[src/rtl/ns_merge_2to1.sv]
// Two-input, one-output four-phase message merge with one buffer per input,
// round-robin output arbitration and per-input forwarded-message counters.
`ifndef NS_ADDRESS_SIZE
`define NS_ADDRESS_SIZE 8
`endif
`ifndef NS_DATA_SIZE
`define NS_DATA_SIZE 16
`endif
`ifndef NS_REDUN_SIZE
`define NS_REDUN_SIZE 4
`endif

module ns_merge_2to1 #(
  parameter int ASZ = `NS_ADDRESS_SIZE,
  parameter int DSZ = `NS_DATA_SIZE,
  parameter int RSZ = `NS_REDUN_SIZE,
  parameter int CSZ = 8
) (
  input  logic           i_clk,
  input  logic           i_rst_n,
  input  logic [ASZ-1:0] i0_src,
  input  logic [ASZ-1:0] i0_dst,
  input  logic [DSZ-1:0] i0_dat,
  input  logic [RSZ-1:0] i0_red,
  input  logic           i0_req,
  output logic           i0_ack,
  input  logic [ASZ-1:0] i1_src,
  input  logic [ASZ-1:0] i1_dst,
  input  logic [DSZ-1:0] i1_dat,
  input  logic [RSZ-1:0] i1_red,
  input  logic           i1_req,
  output logic           i1_ack,
  output logic [ASZ-1:0] o0_src,
  output logic [ASZ-1:0] o0_dst,
  output logic [DSZ-1:0] o0_dat,
  output logic [RSZ-1:0] o0_red,
  output logic           o0_req,
  input  logic           o0_ack,
  output logic [CSZ-1:0] cnt_0,
  output logic [CSZ-1:0] cnt_1
);

  localparam int MSZ = 2*ASZ + DSZ + RSZ;

  typedef enum logic {O_IDLE, O_BUSY} ostate_t;

  ostate_t        state_q, state_d;
  logic [MSZ-1:0] buf0_q, buf0_d, buf1_q, buf1_d, out_q, out_d;
  logic           full0_q, full0_d, full1_q, full1_d;
  logic           ack0_q, ack0_d, ack1_q, ack1_d;
  logic           oreq_q, oreq_d;
  logic           last_q, last_d;
  logic [CSZ-1:0] cnt0_q, cnt0_d, cnt1_q, cnt1_d;
  logic           sel;

  always_comb begin
    state_d = state_q;
    buf0_d  = buf0_q;
    buf1_d  = buf1_q;
    out_d   = out_q;
    full0_d = full0_q;
    full1_d = full1_q;
    ack0_d  = ack0_q;
    ack1_d  = ack1_q;
    oreq_d  = oreq_q;
    last_d  = last_q;
    cnt0_d  = cnt0_q;
    cnt1_d  = cnt1_q;
    sel     = 1'b0;

    // Capture tests the registered full flag, so a buffer emptied by a grant
    // this edge only accepts a new message on the following edge.
    if (i0_req && !ack0_q && !full0_q) begin
      buf0_d  = {i0_src, i0_dst, i0_dat, i0_red};
      full0_d = 1'b1;
      ack0_d  = 1'b1;
    end else if (!i0_req && ack0_q) begin
      ack0_d = 1'b0;
    end

    if (i1_req && !ack1_q && !full1_q) begin
      buf1_d  = {i1_src, i1_dst, i1_dat, i1_red};
      full1_d = 1'b1;
      ack1_d  = 1'b1;
    end else if (!i1_req && ack1_q) begin
      ack1_d = 1'b0;
    end

    unique case (state_q)
      O_IDLE: begin
        if (!o0_ack && (full0_q || full1_q)) begin
          // On a tie the input that did not win last time is served.
          sel     = (full0_q && full1_q) ? ~last_q : full1_q;
          state_d = O_BUSY;
          oreq_d  = 1'b1;
          last_d  = sel;
          if (sel) begin
            out_d   = buf1_q;
            full1_d = 1'b0;
            cnt1_d  = cnt1_q + CSZ'(1);
          end else begin
            out_d   = buf0_q;
            full0_d = 1'b0;
            cnt0_d  = cnt0_q + CSZ'(1);
          end
        end
      end
      O_BUSY: begin
        if (o0_ack) begin
          oreq_d  = 1'b0;
          state_d = O_IDLE;
        end
      end
      default: state_d = O_IDLE;
    endcase
  end

  always_ff @(posedge i_clk) begin
    if (!i_rst_n) begin
      state_q <= O_IDLE;
      buf0_q  <= '0;
      buf1_q  <= '0;
      out_q   <= '0;
      full0_q <= 1'b0;
      full1_q <= 1'b0;
      ack0_q  <= 1'b0;
      ack1_q  <= 1'b0;
      oreq_q  <= 1'b0;
      last_q  <= 1'b1;
      cnt0_q  <= '0;
      cnt1_q  <= '0;
    end else begin
      state_q <= state_d;
      buf0_q  <= buf0_d;
      buf1_q  <= buf1_d;
      out_q   <= out_d;
      full0_q <= full0_d;
      full1_q <= full1_d;
      ack0_q  <= ack0_d;
      ack1_q  <= ack1_d;
      oreq_q  <= oreq_d;
      last_q  <= last_d;
      cnt0_q  <= cnt0_d;
      cnt1_q  <= cnt1_d;
    end
  end

  assign {o0_src, o0_dst, o0_dat, o0_red} = out_q;
  assign o0_req = oreq_q;
  assign i0_ack = ack0_q;
  assign i1_ack = ack1_q;
  assign cnt_0  = cnt0_q;
  assign cnt_1  = cnt1_q;

endmodule

[config.mk]
export PLATFORM = sky130hd
export DESIGN_NAME = ns_merge_2to1
export DESIGN_NICKNAME = d
export VERILOG_FILES = /design/src/rtl/ns_merge_2to1.sv
export SDC_FILE = /design/constraint.sdc
export NUM_CORES = 1
export LEC_CHECK = 0
export ABC_AREA = 0
export BUFFER_PORTS_ARGS = -buffer_cell sky130_fd_sc_hd__buf_2
export CAP_MARGIN = 15
export CORE_MARGIN = 4
export CORE_UTILIZATION = 45
export CTS_CLUSTER_SIZE = 25
export DETAILED_ROUTE_END_ITERATION = 10
export PLACE_DENSITY = 0.7
export REMOVE_ABC_BUFFERS = 1
export SLEW_MARGIN = 20
export SYNTH_ARGS = -nofsm -noshare
export SYNTH_HDL_FRONTEND = slang
export SYNTH_SLANG_ARGS = --single-unit
export TNS_END_PERCENT = 50
[constraint.sdc]
create_clock -name i_clk -period 2.4 [get_ports i_clk]
set_input_delay 0 -clock i_clk [delete_from_list [all_inputs] [get_ports i_clk]]
set_output_delay 0 -clock i_clk [all_outputs]
set_load 0.01 [all_outputs]
==> results.tsv <==
stage	metric	value	unit
outcome	status	finished, final reports clean	
yosys	ys_seq_area_share	54.1	%
route	viasPerCell	5.11	
global_routing	grt.overflow.total	0	
worst_setup_path	r2r_start	full0_q$_SDFF_PN0_	
yosys	syn_area_per_cell	8.19	µm²
worst_setup_path	rrSetupSlack	0.52	ns
floorplan	die_h	112	µm
finish	multi_input_area	2080	µm²
clock_tree	post-cts-setup-buffer-count	0	
yosys	synth_area	4850	µm²
global_routing	grt_max_degree	58	
yosys	synthTopCellsByArea	dfxtp_1 (54%), nand2_1 (15%), a21oi_1 (12%)	
timing	fin_crit_sh	78.2	%
clock_tree	cts-root-buf	clkbuf_8	
power_and_ir_drop	p_seq_share	43.1	%
timing	setup_ws	0.524	ns
power_and_ir_drop	pwr_density_cell	776	nW/µm²
finish	area_growth	45.0	%
clock_tree	cts_tree	yes	
route	routed_wl	13.6	mm
clock_tree	clkTransAtPathRegs	0.06	ns
power_and_ir_drop	p_leak	2.91	nW
global_routing	grt_use_total	22.1	%
finish	mostFrequentLayoutCells	nand2_1 (195), dfxtp_1 (131), buf_2 (131)	
clock_tree	cts_max_level	4	
power_and_ir_drop	ir_drop	460	µV
timing	final.setup_skew	0.00765	ns
worst_setup_path	crit_type	flip-flop to flip-flop	
timing	rsz0062_at_grt	false	
yosys	synth_fa_ha_area_share	0.516	%
timing	min_period	1.88	ns
worst_setup_path	cp_slowest_cell	o21ai_4	
power_and_ir_drop	switching_power	0.00126	W
power_and_ir_drop	p_int	0.00419	W
yosys	synth_top_flop_cell	dfxtp_1	
power_and_ir_drop	p_clk_share	46.7	%
place	port_buffers	131	
finish	fin_nets	868	
yosys	yosys.area_share.xor_xnor	1.45	%
yosys	synth_top_family_by_area	simple AND/OR/NAND/NOR gates	
finish	drive_gt1_share	22.7	%
timing	relSlewSlack	35.0	%
place	gp_congestion	0.855	
hold_path	whs_path_depth	4	
floorplan	die_area	12500	µm²
yosys	synth-edff-count	0	
yosys	yosys_warnings	0	
run	cap_violations	0	
global_routing	grt_pass1_vias	4838	
clock_tree	cts_sinks	131	
clock_tree	cts_resized	0	
timing	fmax	0.533	GHz
worst_setup_path	worstSetupStartpointType	flip-flop	
yosys	async_reset_ff_share	0	%
worst_setup_path	cp_top_family	compound AO/OA/AOI/OAI gates	
place	dp_hpwl	8.37	mm
floorplan	floorplan.initialDensity	46.5	%
route	drc_errors	0	
clock_tree	clk_latency	0.51	ns
global_routing	antenna_found_initial	0	
yosys	syn_inst	592	
timing	maxSlewViolCount	0	
worst_setup_path	max_stage_delay	0.81	ns
timing	hold_violations	0	
route	num_vias	4786	
hold_path	hold_start	i1_dst[7]	
worst_setup_path	reg2regPathDepth	4	
yosys	synth_area_leader_cell	dfxtp_1	
worst_setup_path	cp_num_buf_inv	1	
clock_tree	cts_buffer_depth	2	
place	placedCellCount	828	
floorplan	ios	132	
yosys	synth_cell_types	35	
power_and_ir_drop	p_comb_share	10.2	%
timing	worst_slew_pin_slew	0.971	ns
route	routedWlPerCell	14.5	µm
clock_tree	ctsHoldBuffers	78	
worst_setup_path	cp-end-kind	flip-flop	
timing	finalSetupViolCount	0	
worst_setup_path	cp.required	2.84	ns
yosys	synth_top_area_share	54.1	%
worst_setup_path	cp_max_fo	32	
finish	nFillCells	862	
route	ant_nets	0	
power_and_ir_drop	switching_share	23.1	%
finish	seq_area	2620	µm²
yosys	synth_simple_gate_area_share	20.7	%
route	drtIter0Drc	286	
finish	layoutNonFillerInstCount	937	
worst_setup_path	cp.arrival	2.32	ns
finish	final_common_cell	nand2_1	
floorplan	rows	37	
floorplan	core_area	10400	µm²
finish	n_antenna_cell	0	
place	preCtsSetupSlack	0.518	ns
worst_setup_path	r2r_end	out_q[34]$_SDFFE_PN0P_	
hold_path	hold_path.class	primary input to flip-flop	
floorplan	die_width	112	µm
worst_setup_path	cp_cell_sequence	o21ai_4 > buf_4 > a22oi_1 > a21oi_1	
global_routing	grt_first_pass_wirelength	22.6	mm
yosys	ys_ff_latch	131	
hold_path	hold_end	buf1_q[27]$_SDFFE_PN0P_	
clock_tree	cts_buffers	17	
timing	holdWs	0.264	ns
yosys	synth_compound_area_share	18.3	%
yosys	muxShareOfSynthArea	1.27	%
route	first_pass_iters	5	
-- Yosys cell counts (all sizes together), types with 2 or more instances --
master    n
a21oi   112
a22oi    35
and3      5
and4      2
buf       6
clkbuf   36
dfxtp   131
ha        2
inv       3
mux2i     5
nand2   195
nand2b    4
nand3     3
nand4     4
nor2     14
nor2b     3
nor3      3
nor4      4
o21ai     4
or4       2
xnor2     4
xor2      4
-- per-layer routing --
layer,share of wire [%],GRT usage [%],wire (µm),vias to the layer above
li1,-,-,-,2388
met1,43,25.7,5800,2221
met2,49,38.3,6690,147
met3,5.2,5.27,713,30
met4,2.8,9.98,378,0
met5,0,0,0,-
-- worst min-delay path, cell delays in order --
cell	delay, ns
dlygate4sd3_1	0.52
buf_2	0.11
nand2_1	0.05
a21oi_1	0.05
-- power by group through the flow --
stage	Clock (W)	Combinational, W	Sequential [W]
2_1_floorplan	0	0.000240	0.00239
3_3_place_gp	0	0.000448	0.00239
3_5_place_dp	0	0.000457	0.00239
4_1_cts	0.00259	0.000556	0.00235
5_1_grt	0.00267	0.000621	0.00236
6_report	0.00254	0.000557	0.00235
-- final cells by class --
type / count / share of cell area (%)
Timing Repair Buffer: 220 / 22.0
Multi-Input combinational cell: 415 / 29.6
Sequential cell: 131 / 37.3
Clock inverter: 9 / 1.83
Tap cell: 136 / 2.42
Inverter: 4 / 0.232
Clock buffer: 22 / 6.59
-- sequential cells by signal (all words and copies together), names as in the netlist --
register / flops
buf0_q: 36
buf1_q: 36
out_q: 36
cnt_0: 8
cnt_1: 8
full0_q: 1
full1_q: 1
i0_ack: 1
i1_ack: 1
last_q: 1
o0_req: 1
state_q: 1
-- cell families after synthesis --
kind of cell             count (synthesis)
buffers and inverters                   46
adder cells (fa/ha/maj)                  2
AO/OA/AOI/OAI                          156
flip-flops                             131
XOR/XNOR                                 8
multiplexers                             6
AND/OR/NAND/NOR                        243
-- stage by stage --
| stage | power (W) | setup TNS, ns | utilization [%] | instance area [µm²] |
|---|---|---|---|---|
| after floorplan | 0.00262 | -20.68 | - | 4680 |
| after detailed placement | 0.00285 | 0 | 54.3 | 5650 |
| after global routing | 0.00565 | 0 | 67.4 | 7030 |
| after CTS | 0.00549 | 0 | 67.4 | 7030 |
| after global placement | 0.00284 | 0 | 54.3 | 5650 |
| final | 0.00545 | 0 | 67.4 | 7030 |
-- worst max path at each step --
stage                     cells after the start                from                       to
after floorplan                               3  full0_q$_SDFF_PN0_   out_q[35]$_SDFFE_PN0P_
after global placement                        5  full1_q$_SDFF_PN0_  buf1_q[19]$_SDFFE_PN0P_
after detailed placement                      4  full0_q$_SDFF_PN0_   out_q[34]$_SDFFE_PN0P_
after CTS                                     4  full0_q$_SDFF_PN0_   out_q[34]$_SDFFE_PN0P_
after global routing                          4  full0_q$_SDFF_PN0_   out_q[27]$_SDFFE_PN0P_
final                                         4  full0_q$_SDFF_PN0_   out_q[34]$_SDFFE_PN0P_
Power figures use the tool's default switching activity.
